--- src/rtl/piso_tx_4bits_if.sv ---
// Parallel load handshake and serial output bundle for the 4-bit PISO transmitter.
// Handshake: a word is accepted on a rising clk edge where load=1 and ready=1.
interface piso_tx_4bits_if;
  logic [3:0] data;
  logic       load;
  logic       ready;
  logic       tx;
  logic       busy;
  logic       done;

  modport master (output data, output load, input ready, input tx, input busy, input done);
  modport slave  (input data, input load, output ready, output tx, output busy, output done);
endinterface

--- src/rtl/piso_tx_4bits.sv ---
// Framed PISO transmitter: start bit, 4 data bits LSB first, stop bit, each
// CLKS_PER_BIT clocks long; all outputs come straight from flops.
module piso_tx_4bits #(
  parameter int CLKS_PER_BIT = 4
) (
  input  logic                 clk,
  input  logic                 rst_n,
  piso_tx_4bits_if.slave       bus,
  output logic [1:0]           state_dbg
);

  typedef enum logic [1:0] {
    IDLE  = 2'd0,
    START = 2'd1,
    DATA  = 2'd2,
    STOP  = 2'd3
  } state_t;

  localparam logic [7:0] BAUD_LAST = 8'(CLKS_PER_BIT - 1);

  state_t     state_q, state_d;
  logic [7:0] baud_q, baud_d;
  logic [1:0] bit_q, bit_d;
  logic [3:0] shreg_q, shreg_d;
  logic       tx_q, tx_d;
  logic       ready_q, ready_d;
  logic       busy_q, busy_d;
  logic       done_q, done_d;
  logic       bit_end;

  assign bit_end = (baud_q == BAUD_LAST);

  always_ff @(posedge clk or negedge rst_n) begin
    if (!rst_n) begin
      state_q <= IDLE;
      baud_q  <= '0;
      bit_q   <= '0;
      shreg_q <= '0;
      tx_q    <= 1'b1;
      ready_q <= 1'b1;
      busy_q  <= 1'b0;
      done_q  <= 1'b0;
    end else begin
      state_q <= state_d;
      baud_q  <= baud_d;
      bit_q   <= bit_d;
      shreg_q <= shreg_d;
      tx_q    <= tx_d;
      ready_q <= ready_d;
      busy_q  <= busy_d;
      done_q  <= done_d;
    end
  end

  always_comb begin
    state_d = state_q;
    baud_d  = baud_q;
    bit_d   = bit_q;
    shreg_d = shreg_q;
    done_d  = 1'b0;
    tx_d    = 1'b1;
    unique case (state_q)
      IDLE: begin
        baud_d = '0;
        bit_d  = '0;
        if (bus.load && ready_q) begin
          shreg_d = bus.data;
          state_d = START;
        end
      end
      START: begin
        if (bit_end) begin
          baud_d  = '0;
          state_d = DATA;
        end else begin
          baud_d = baud_q + 8'd1;
        end
      end
      DATA: begin
        if (bit_end) begin
          baud_d  = '0;
          shreg_d = {1'b0, shreg_q[3:1]};
          bit_d   = bit_q + 2'd1;
          if (bit_q == 2'd3) state_d = STOP;
        end else begin
          baud_d = baud_q + 8'd1;
        end
      end
      STOP: begin
        if (bit_end) begin
          baud_d  = '0;
          state_d = IDLE;
          done_d  = 1'b1;
        end else begin
          baud_d = baud_q + 8'd1;
        end
      end
      default: state_d = IDLE;
    endcase

    // Outputs are decoded from the next state so the flops line up with state_q.
    unique case (state_d)
      START:   tx_d = 1'b0;
      DATA:    tx_d = shreg_d[0];
      default: tx_d = 1'b1;
    endcase
    ready_d = (state_d == IDLE);
    busy_d  = (state_d != IDLE);
  end

  assign bus.tx    = tx_q;
  assign bus.ready = ready_q;
  assign bus.busy  = busy_q;
  assign bus.done  = done_q;
  assign state_dbg = state_q;

endmodule
--- src/flat_wrapper.sv ---
// flat-port wrapper written by rule: the top's interface ports become plain ports
module piso_tx_4bits_flat 
#(
  parameter int CLKS_PER_BIT = 4
)
  (clk, rst_n, state_dbg, bus_data, bus_load, bus_ready, bus_tx, bus_busy, bus_done);
  piso_tx_4bits_if bus_i ();
  input  logic clk;
  input  logic rst_n;
  output logic [1:0] state_dbg;
  input wire logic [$bits(bus_i.data)-1:0] bus_data;
  input wire logic [$bits(bus_i.load)-1:0] bus_load;
  output wire logic [$bits(bus_i.ready)-1:0] bus_ready;
  output wire logic [$bits(bus_i.tx)-1:0] bus_tx;
  output wire logic [$bits(bus_i.busy)-1:0] bus_busy;
  output wire logic [$bits(bus_i.done)-1:0] bus_done;
  assign bus_i.data = bus_data;
  assign bus_i.load = bus_load;
  assign bus_ready = bus_i.ready;
  assign bus_tx = bus_i.tx;
  assign bus_busy = bus_i.busy;
  assign bus_done = bus_i.done;
  piso_tx_4bits #(.CLKS_PER_BIT(CLKS_PER_BIT)) u_core (.clk(clk), .rst_n(rst_n), .bus(bus_i), .state_dbg(state_dbg));
endmodule
--- config.mk ---
export PLATFORM = sky130hd
export DESIGN_NAME = piso_tx_4bits_flat
export DESIGN_NICKNAME = d
export VERILOG_FILES = /design/src/rtl/piso_tx_4bits_if.sv /design/src/rtl/piso_tx_4bits.sv /design/src/flat_wrapper.sv
export SDC_FILE = /design/constraint.sdc
export NUM_CORES = 1
export LEC_CHECK = 0
export CORE_MARGIN = 4
export CORE_UTILIZATION = 47
export CTS_CLUSTER_DIAMETER = 30
export DETAILED_ROUTE_END_ITERATION = 7
export HOLD_SLACK_MARGIN = 0.03
export PLACE_DENSITY = 0.73
export SYNTH_ARGS = -nofsm -noshare
export SYNTH_HDL_FRONTEND = slang
export SYNTH_SLANG_ARGS = --single-unit
--- constraint.sdc ---
create_clock -name clk -period 1.7 [get_ports clk]
set_input_delay 0.34 -clock clk [delete_from_list [all_inputs] [get_ports clk]]
set_output_delay 0.34 -clock clk [all_outputs]
set_load 0.1 [all_outputs]
==> flow_metrics.tcl <==
set metrics [dict create \
    status "completed" \
    worstMarginPinSlew_ps 303 \
    finalWirelength_um 1800 \
    p_leak_nw 0.559 \
    max_freq_ghz 0.598 \
    vias_per_cell 5.29 \
    antenna_found_initial 0 \
    numPortBuffers 12 \
    clk_path_buf_depth 2 \
    drc 0 \
    dp_slack_ps -24.5 \
    ir_worst_vdd_mv 1.10 \
    area_growth_pct 37.4 \
    num_vias 720 \
    power.density_nw_per_um2 1970 \
    grt_pass1_wl_um 3060 \
    cp_data_required_time_ps 1900 \
    antenna_cells 0 \
    async_flop_share 1.00 \
    cts_sinks 20 \
    critical_path_class "register to register" \
    design.die.area_um2 2770 \
    boundaryPins 13 \
    syn_avg_cell_area_um2 10.3 \
    die_w_um 52.7 \
    htreeDepth 1 \
    grt_max_degree 21 \
    synth_cell_types 26 \
    initial_core_util 0.520 \
    die_h_um 52.7 \
    grt_overflow 0 \
    synthCells 91 \
    numCtsBuffers 3 \
    grt_setup_unrepaired "true" \
    r2r_cells 6 \
    drive_gt1_frac 0.279 \
    slew_headroom 0.798 \
    grt_pass1_vias 664 \
    crit_path_max_fanout 4 \
    cts_tree "yes" \
    setup_viol 0 \
    syn_area_um2 937 \
    ys.flop_type "dfrtp_1" \
    num_rows 15 \
    layout.nets 121 \
    cp.arrival_ps 1870 \
    synth_edf_count 0 \
    ctsHoldBuffers 0 \
    post-route-period-util 0.983 \
    layout_min_cycle_time_ps 1670 \
    dpl.hpwl_um 1290 \
    startpoint_type "register" \
    final_antenna_net_count 0 \
    grt_util_all_layers 0.153 \
    clock_skew_ps 5.43 \
    report.final.hold_viol_count 0 \
    setup_ws_ps 28.5 \
    ys_seq_elements 20 \
    critPathCaptureType "register" \
    root_buffer "clkbuf_4" \
    gp_congestion 0.765 \
    drt_iter0_markers 11 \
    final_cell_mix "dfrtp_1 (16), nor2_1 (14), nand2_1 (11)" \
    min_path_type "primary input to async pin" \
    wire_per_inst_um 13.2 \
    finalPower_mw 2.54 \
    final_common_cell "dfrtp_1" \
    synth.net_count 100 \
    cts.clk_slew.worst_paths_ps 120 \
    yosysWarnings 0 \
    firstDrtPassIters 4 \
    coreArea_um2 1800 \
    yosysSeqAreaShare 0.537 \
    slew_viol_final 0 \
    clk_latency_ps 300 \
    maxCapViolCount 0 \
]
## stage by stage
stage | TNS (ps) | instances | hold WS (ps) | cell area [um^2] | utilization
final | 0 | 136 | 364 | 1290 | 0.715
after global routing | -98.6 | 136 | 362 | 1290 | 0.715
after CTS | 0 | 136 | 372 | 1270 | 0.708
after detailed placement | -24.5 | 130 | 472 | 1190 | 0.663
after global placement | 0 | 130 | 466 | 1190 | 0.663
after floorplan | -64.3 | 91 | 44.4 | 973 | -
## timing repair
item / 4_1_cts / 5_1_grt
buffers inserted: 2 / 0
endpoints found under the setup margin: 2 / 11
pin swaps: 3 / 1
resized for setup: 3 / 4
## layout make-up
class / instances / area [um^2]
fillers: 140 / 514
flip-flops and latches: 20 / 510
multi-input cells: 68 / 453
repair buffers: 18 / 236
well taps: 25 / 31.3
clock inverters: 1 / 30.0
clock buffers: 3 / 22.5
inverters: 1 / 3.75
## Yosys cell counts, types with 2 or more instances
master    instances  area share
a21o_1            2       0.016
a21oi_1           3       0.016
a22o_1            2       0.019
clkbuf_1          2      0.0080
dfrtp_1          18        0.48
dfstp_2           2       0.056
ha_1              2       0.027
mux2i_1           2       0.021
nand2_1          12       0.048
nand2b_1          5       0.033
nand3_1           4       0.021
nor2_1           15       0.060
nor3_1            2       0.011
o21ai_0           3       0.016
or2_2             2       0.013
xnor2_1           4       0.037
xor2_1            2       0.019
## flip-flops by register name, indices dropped and copies added (netlist names)
register,count
u_core.state_dbg,2
u_core.baud_q,8
u_core.bus.done,1
u_core.bus.tx,1
u_core.bit_q,2
u_core.shreg_q,4
u_core.bus.ready,1
u_core.bus.busy,1
## final timing paths
kind / from / to / slack (ps)
max: u_core.baud_q[4] / u_core.state_dbg[1] / 30
min: rst_n / u_core.state_dbg[1] / 360
max reg2reg: u_core.baud_q[4] / u_core.state_dbg[1] / 30
min reg2reg: u_core.bit_q[0] / u_core.bit_q[0] / 500
max in group asynchronous: rst_n / u_core.bus.tx / 1070
min in group clk: u_core.bit_q[0] / u_core.bit_q[0] / 500
## power breakdown
| group | internal (mW) | leakage, nW | switching, mW | total (mW) |
|---|---|---|---|---|
| Combinational | 0.504 | 0.279 | 0.741 | 1.25 |
| Sequential | 0.670 | 0.252 | 0.231 | 0.901 |
| Clock | 0.238 | 0.0279 | 0.152 | 0.390 |
## kinds of logic after synthesis
kind of cell,Yosys count,synth area share
AND/OR/NAND/NOR,45,0.254
multiplexers,2,0.0214
AO/OA/AOI/OAI,13,0.0935
XOR/XNOR,6,0.0561
adder cells (fa/ha/maj),2,0.0267
buffers and inverters,3,0.0120
flip-flops,20,0.537
## layer usage
metal | routed length [um] | global-route usage
met1 | 827 | 0.208
met4 | 16 | 0.0383
met2 | 894 | 0.250
met5 | 0 | 0
met3 | 61 | 0.0256
## critical path, stage by stage, from the launching register on
cell and delay, ps:
dfrtp_1 410, or4_4 580, nor3_4 180, buf_6 150, buf_6 90, nand2_2 50
xnor2_1 120
No activity file was read; power rests on OpenSTA's default activity.
